--- src/rtl/vga_window_addr_gen_if.sv ---
// Raster-counter and address bus between the VGA timing generator, the
// window address generator and the video memory read port.
interface vga_window_addr_gen_if #(
  parameter int CNT_W  = 10,
  parameter int ADDR_W = 32,
  parameter int SEL_W  = 1
);
  logic [CNT_W-1:0]  hcnt;
  logic [CNT_W-1:0]  vcnt;
  logic [SEL_W-1:0]  image_select;
  logic [ADDR_W-1:0] video_address;
  logic              in_window;
  logic              frame_start;
  logic [SEL_W-1:0]  active_slot;

  modport master (
    output hcnt, vcnt, image_select,
    input  video_address, in_window, frame_start, active_slot
  );

  modport slave (
    input  hcnt, vcnt, image_select,
    output video_address, in_window, frame_start, active_slot
  );
endinterface

--- src/rtl/vga_window_addr_gen.sv ---
// Maps raster counters to a framebuffer address inside one of NUM_IMAGES
// stacked image slots; the row base is accumulated per line, no multiply per pixel.
module vga_window_addr_gen #(
  parameter int              CNT_W      = 10,
  parameter int              ADDR_W     = 32,
  parameter int              XPOS       = 150,
  parameter int              YPOS       = 80,
  parameter int              IMG_W      = 256,
  parameter int              IMG_H      = 256,
  parameter int              NUM_IMAGES = 2,
  parameter int              SEL_W      = 1,
  parameter logic [ADDR_W-1:0] IMG_STRIDE = 'h10000,
  parameter logic [ADDR_W-1:0] BLACK_ADDR = 'hFFFF
) (
  input  logic                  clk,
  input  logic                  rst,
  vga_window_addr_gen_if.slave  bus
);
  // Counter comparisons are done one bit wider so XPOS+IMG_W may reach 2**CNT_W.
  localparam int CW1 = CNT_W + 1;
  localparam int SW1 = SEL_W + 1;
  localparam logic [CW1-1:0]    X0       = CW1'(XPOS);
  localparam logic [CW1-1:0]    X1       = CW1'(XPOS + IMG_W);
  localparam logic [CW1-1:0]    Y0       = CW1'(YPOS);
  localparam logic [CW1-1:0]    Y1       = CW1'(YPOS + IMG_H);
  localparam logic [CNT_W-1:0]  X0_CNT   = CNT_W'(XPOS);
  localparam logic [SW1-1:0]    NUM_SLOT = SW1'(NUM_IMAGES);
  localparam logic [ADDR_W-1:0] ROW_STEP = ADDR_W'(IMG_W);

  logic [CNT_W-1:0]  vcnt_q_reg;
  logic [ADDR_W-1:0] row_base_reg, row_base_next;
  logic              base_ok_reg, base_ok_next;
  logic [SEL_W-1:0]  active_slot_reg, active_slot_next;
  logic [ADDR_W-1:0] video_address_reg, video_address_next;
  logic              in_window_reg;
  logic              frame_start_reg;

  logic              line_chg;
  logic              frame_evt;
  logic              win;
  logic [CW1-1:0]    h_ext;
  logic [CW1-1:0]    v_ext;

  always_comb begin
    h_ext     = {1'b0, bus.hcnt};
    v_ext     = {1'b0, bus.vcnt};
    line_chg  = (bus.vcnt != vcnt_q_reg);
    frame_evt = line_chg && (bus.vcnt == '0);

    active_slot_next = active_slot_reg;
    if (frame_evt && ({1'b0, bus.image_select} < NUM_SLOT))
      active_slot_next = bus.image_select;

    // The YPOS load uses the slot latched this same cycle, so YPOS=0 picks up the new slot.
    row_base_next = row_base_reg;
    base_ok_next  = base_ok_reg;
    if (line_chg) begin
      if (v_ext == Y0) begin
        row_base_next = ADDR_W'(active_slot_next) * IMG_STRIDE;
        base_ok_next  = 1'b1;
      end else if ((v_ext > Y0) && (v_ext < Y1)) begin
        row_base_next = row_base_reg + ROW_STEP;
      end
    end

    win = base_ok_next && (h_ext >= X0) && (h_ext < X1) && (v_ext >= Y0) && (v_ext < Y1);
    video_address_next = win ? row_base_next + ADDR_W'(bus.hcnt - X0_CNT) : BLACK_ADDR;
  end

  always_ff @(posedge clk or posedge rst) begin
    if (rst) begin
      vcnt_q_reg        <= '0;
      row_base_reg      <= '0;
      base_ok_reg       <= 1'b0;
      active_slot_reg   <= '0;
      video_address_reg <= BLACK_ADDR;
      in_window_reg     <= 1'b0;
      frame_start_reg   <= 1'b0;
    end else begin
      vcnt_q_reg        <= bus.vcnt;
      row_base_reg      <= row_base_next;
      base_ok_reg       <= base_ok_next;
      active_slot_reg   <= active_slot_next;
      video_address_reg <= video_address_next;
      in_window_reg     <= win;
      frame_start_reg   <= frame_evt;
    end
  end

  assign bus.video_address = video_address_reg;
  assign bus.in_window     = in_window_reg;
  assign bus.frame_start   = frame_start_reg;
  assign bus.active_slot   = active_slot_reg;
endmodule

--- src/flat_wrapper.sv ---
// flat-port wrapper written by rule: the top's interface ports become plain ports
module vga_window_addr_gen_flat 
#(
  parameter int              CNT_W      = 10,
  parameter int              ADDR_W     = 32,
  parameter int              XPOS       = 150,
  parameter int              YPOS       = 80,
  parameter int              IMG_W      = 256,
  parameter int              IMG_H      = 256,
  parameter int              NUM_IMAGES = 2,
  parameter int              SEL_W      = 1,
  parameter logic [ADDR_W-1:0] IMG_STRIDE = 'h10000,
  parameter logic [ADDR_W-1:0] BLACK_ADDR = 'hFFFF
)
  (clk, rst, bus_hcnt, bus_vcnt, bus_image_select, bus_video_address, bus_in_window, bus_frame_start, bus_active_slot);
  vga_window_addr_gen_if #(.CNT_W(CNT_W), .ADDR_W(ADDR_W), .SEL_W(SEL_W)) bus_i ();
  input  logic clk;
  input  logic rst;
  input wire logic [$bits(bus_i.hcnt)-1:0] bus_hcnt;
  input wire logic [$bits(bus_i.vcnt)-1:0] bus_vcnt;
  input wire logic [$bits(bus_i.image_select)-1:0] bus_image_select;
  output wire logic [$bits(bus_i.video_address)-1:0] bus_video_address;
  output wire logic [$bits(bus_i.in_window)-1:0] bus_in_window;
  output wire logic [$bits(bus_i.frame_start)-1:0] bus_frame_start;
  output wire logic [$bits(bus_i.active_slot)-1:0] bus_active_slot;
  assign bus_i.hcnt = bus_hcnt;
  assign bus_i.vcnt = bus_vcnt;
  assign bus_i.image_select = bus_image_select;
  assign bus_video_address = bus_i.video_address;
  assign bus_in_window = bus_i.in_window;
  assign bus_frame_start = bus_i.frame_start;
  assign bus_active_slot = bus_i.active_slot;
  vga_window_addr_gen #(.CNT_W(CNT_W), .ADDR_W(ADDR_W), .XPOS(XPOS), .YPOS(YPOS), .IMG_W(IMG_W), .IMG_H(IMG_H), .NUM_IMAGES(NUM_IMAGES), .SEL_W(SEL_W), .IMG_STRIDE(IMG_STRIDE), .BLACK_ADDR(BLACK_ADDR)) u_core (.clk(clk), .rst(rst), .bus(bus_i));
endmodule
--- config.mk ---
export PLATFORM = sky130hd
export DESIGN_NAME = vga_window_addr_gen_flat
export DESIGN_NICKNAME = d
export VERILOG_FILES = /design/src/rtl/vga_window_addr_gen_if.sv /design/src/rtl/vga_window_addr_gen.sv /design/src/flat_wrapper.sv
export SDC_FILE = /design/constraint.sdc
export NUM_CORES = 1
export LEC_CHECK = 0
export BUFFER_PORTS_ARGS = -buffer_cell sky130_fd_sc_hd__buf_4
export CORE_ASPECT_RATIO = 0.9
export CORE_MARGIN = 2
export CORE_UTILIZATION = 50
export DETAILED_ROUTE_END_ITERATION = 8
export GPL_TIMING_DRIVEN = 1
export HOLD_SLACK_MARGIN = 0.05
export PLACE_DENSITY = 0.69
export SLEW_MARGIN = 20
export SYNTH_ARGS = -nofsm -noshare
export SYNTH_HDL_FRONTEND = slang
export SYNTH_SLANG_ARGS = --single-unit
--- constraint.sdc ---
create_clock -name clk -period 5.8 [get_ports clk]
set_clock_uncertainty 0.15 [all_clocks]
set_input_delay 1.16 -clock clk [delete_from_list [all_inputs] [get_ports clk]]
set_output_delay 1.16 -clock clk [all_outputs]
set_load 0.01 [all_outputs]
==> flow_metrics.py <==
metrics = {
    "setup_path": {
        "worstPathBufferInverterCount": 1,
        "crit_required_ps": 5920,
        "cp.arrival_ps": 5300,
        "worstReg2RegStart": "u_core.vcnt_q_reg[8]",
        "crit_path_top_delay_cell": "or4b_4",
        "critPathKind": "in -> reg",
        "slowest_delay_ps": 510,
        "r2r-end": "u_core.bus.video_address[31]",
        "crit_chain": "buf_4, o21a_1, or4b_4, and2_2, nor3_1, xnor2_1, nor2_1, ha_1, a21oi_1, o21ai_0, a211oi_1, o211ai_2, a31oi_1, o21bai_2, a31oi_1, mux2i_1",
        "cp-start-kind": "primary input",
        "path_delay_family": "compound AO/OA/AOI/OAI gates",
        "r2r_cells": 15,
        "crit_top_cell": "a31oi_1",
        "rrSetupSlack_ps": 1350,
        "cp_max_fo": 6,
        "cp-end-kind": "flip-flop",
    },
    "global_routing": {
        "grt_remaining_overflow": 0,
        "use_met2": 0.304,
        "use_met3": 0.0469,
        "grt_pass1_wl_um": 18500,
        "track_usage": 0.219,
        "antenna_found_initial": 0,
        "grt_max_degree": 41,
        "grt_pass1_vias": 3695,
        "top_usage_layer": "met1",
        "grt_util_met1": 0.354,
    },
    "worst_hold_path": {
        "holdPathEnd": "u_core.base_ok_reg",
        "min_from": "u_core.base_ok_reg",
        "min_path_type": "reg -> reg",
        "hold-path-cell-count": 1,
    },
    "sta": {
        "hold_viol": 0,
        "rsz0062_at_grt": "no",
        "slew_headroom": 0.479,
        "setup_viol": 0,
        "fmax_ghz": 0.193,
        "fin_ws_ps": 626,
        "holdWs_ps": 321,
        "tightest_slew_ps": 780,
        "min_period_ps": 5170,
        "drv_slew": 0,
        "tns_ps": 0,
        "finalCritPeriodShare": 0.892,
    },
    "pwr": {
        "p_int_mw": 0.919,
        "switchingPower_mw": 0.425,
        "ir_worst_vdd_v": 0.000161,
        "switching_share": 0.316,
        "power.leakage_nw": 2.70,
        "p_comb_frac": 0.250,
        "powerDensity_mw_per_mm2": 240,
        "pwr-share-seq": 0.437,
        "pwr-share-clk": 0.313,
    },
    "clock_tree": {
        "cts_max_level": 3,
        "clock_latency_ps": 350,
        "holdBufCountCts": 0,
        "post_cts_buffers": 0,
        "numCtsBuffers": 9,
        "cts_sinks": 78,
        "ctsResizeCount": 0,
        "clockBufferDepth": 2,
        "cts_root_buf": "clkbuf_8",
        "clk_pin_slew_worst_paths_ps": 80,
        "cts_tree": "yes",
    },
    "detailed_routing": {
        "drt_iter0_drc": 234,
        "drc": 0,
        "antenna_left": 0,
        "detail_route.wirelength_um": 10700,
        "viasPerCell": 5.56,
        "num_vias": 3840,
        "routedWlPerCell_um": 15.5,
        "detail_route.first_pass.iterations": 5,
    },
    "run": {
        "drv_cap": 0,
    },
    "logic_synthesis": {
        "syn_area_mm2": 0.00485,
        "syn_nets": 558,
        "netlist_instances": 502,
        "syn_avg_cell_area_um2": 9.65,
        "synth_ff_type": "dfrtp_1",
        "yosys_warnings": 0,
        "ys_ff_latch": 78,
        "synth_edf_count": 0,
        "synth_cell_types": 68,
        "seq_area_frac_synth": 0.407,
        "async_flop_share": 1.00,
    },
    "place": {
        "postPlaceCellArea_mm2": 0.00539,
        "routabilityCongestion": 0.913,
        "hpwlAfterDp_um": 7930,
        "post-place-ws_ps": 289,
        "port_buffers": 57,
    },
    "layout": {
        "diodes": 0,
        "syn_to_final_growth_pct": 15.5,
        "postLayoutCoreUtil": 0.588,
        "fin_area_mm2": 0.00560,
        "layout.nets": 616,
        "layout-drive-gt1-share": 0.225,
    },
    "floorplanning": {
        "ios": 58,
        "initial_core_util": 0.509,
        "die_h_um": 97.4,
        "core_mm2": 0.00953,
        "num_rows": 34,
        "die_area_mm2": 0.0105,
        "die_w_um": 108,
    },
    "status": {
        "outcome": "completed",
    },
}
## Yosys cell counts (2+ instances only)
cell type | count | area, um^2
nor2b_1 | 13 | 81.3
xor2_1 | 30 | 263
o21ai_0 | 22 | 110
o211ai_1 | 2 | 15.0
dfrtp_1 | 62 | 1550
or2_2 | 3 | 18.8
o31ai_2 | 2 | 25.0
clkbuf_1 | 8 | 30.0
buf_4 | 2 | 15.0
a211oi_1 | 3 | 22.5
nor2_1 | 47 | 176
a21o_1 | 25 | 188
a31oi_1 | 4 | 25.0
o21bai_1 | 2 | 15.0
nor4_1 | 4 | 25.0
and3_1 | 6 | 37.5
nand4_1 | 10 | 62.6
a21oi_1 | 27 | 135
o31a_1 | 3 | 26.3
nand2_1 | 42 | 158
nor4_2 | 2 | 25.0
nand3_1 | 19 | 95.1
inv_1 | 11 | 41.3
dfstp_2 | 16 | 420
nor3_2 | 2 | 20.0
nor3_1 | 19 | 95.1
o211ai_2 | 2 | 25.0
o21a_1 | 14 | 105
or3_1 | 8 | 50.1
xnor2_1 | 19 | 166
nand2b_1 | 2 | 12.5
a211o_1 | 3 | 26.3
ha_1 | 32 | 400
or4_1 | 2 | 15.0
## per-layer routing
| layer | share of wire | wire length, um | vias up |
|---|---|---|---|
| met1 | 0.53 | 5650 | 1830 |
| met2 | 0.42 | 4470 | 85 |
| met4 | 0.0067 | 72 | 0 |
| met3 | 0.047 | 501 | 6 |
| li1 | - | - | 1919 |
| met5 | 0 | 0 | - |
## logic make-up (layout without fill, tap and decap cells)
kind of cell,count (synthesis),after routing,share of synthesized area
AND/OR/NAND/NOR,187,187,0.194
AO/OA/AOI/OAI,125,125,0.185
flip-flops,78,78,0.407
XOR/XNOR,50,50,0.0940
adder cells (fa/ha/maj),34,34,0.0896
buffers and inverters,26,89,0.0261
multiplexers,2,2,0.00439
## layout by cell type, fill, tap and decap left out, types with 14 or more instances in the layout
cell type,Yosys,routed
dfrtp_1,62,62
buf_4,2,61
nor2_1,47,46
nand2_1,42,42
ha_1,32,32
xor2_1,30,30
a21oi_1,27,27
a21o_1,25,25
o21ai_0,22,22
xnor2_1,19,19
nand3_1,19,19
nor3_1,19,18
dfstp_2,16,16
o21a_1,14,14
## worst register-to-register path, cell delays in order, from the launching register on
cell and delay, ps:
dfrtp_1 390, xor2_1 170, nor4_2 380, and3_2 310, nor2_2 120, nor2b_1 200, ha_1 280, a211o_1 340
a211oi_1 340, o211ai_1 200, a211oi_1 370, o211ai_2 160, a31oi_1 340, o21bai_2 150, a31oi_1 260, mux2i_1 210
## through the flow
stage	std cells	power [mW]
4_1_cts	691	1.35
2_1_floorplan	502	0.858
5_1_grt	691	1.43
6_report	691	1.34
3_5_place_dp	675	0.931
3_3_place_gp	675	0.929
## area by class of cell
class	count	area [um^2]
Clock buffer	10	138
Clock inverter	6	68.8
Fill cell	860	3930
Inverter	12	50.0
Multi-Input combinational cell	398	2760
Sequential cell	78	1970
Tap cell	126	158
Timing Repair Buffer	61	458
## worst max-delay path by stage
| stage | slack [ps] | endpoint | depth (start not counted) | from |
|---|---|---|---|---|
| 2_1_floorplan | 490 | u_core.bus.video_address[31] | 14 | bus_hcnt[1] |
| 3_3_place_gp | 330 | u_core.bus.video_address[31] | 17 | bus_vcnt[4] |
| 3_5_place_dp | 290 | u_core.bus.video_address[31] | 17 | bus_vcnt[4] |
| 6_report | 630 | u_core.bus.video_address[31] | 16 | bus_vcnt[4] |
| 5_1_grt | 250 | u_core.bus.video_address[27] | 17 | bus_vcnt[4] |
| 4_1_cts | 640 | u_core.bus.video_address[31] | 17 | bus_vcnt[4] |
## power by group through the flow
stage,Clock [mW],Combinational (mW),Sequential (mW)
after floorplan,0,0.265,0.593
after global placement,0,0.332,0.596
after detailed placement,0,0.334,0.597
after CTS,0.431,0.337,0.587
after global routing,0.462,0.373,0.591
final,0.420,0.336,0.588
Power figures use the tool's default switching activity.
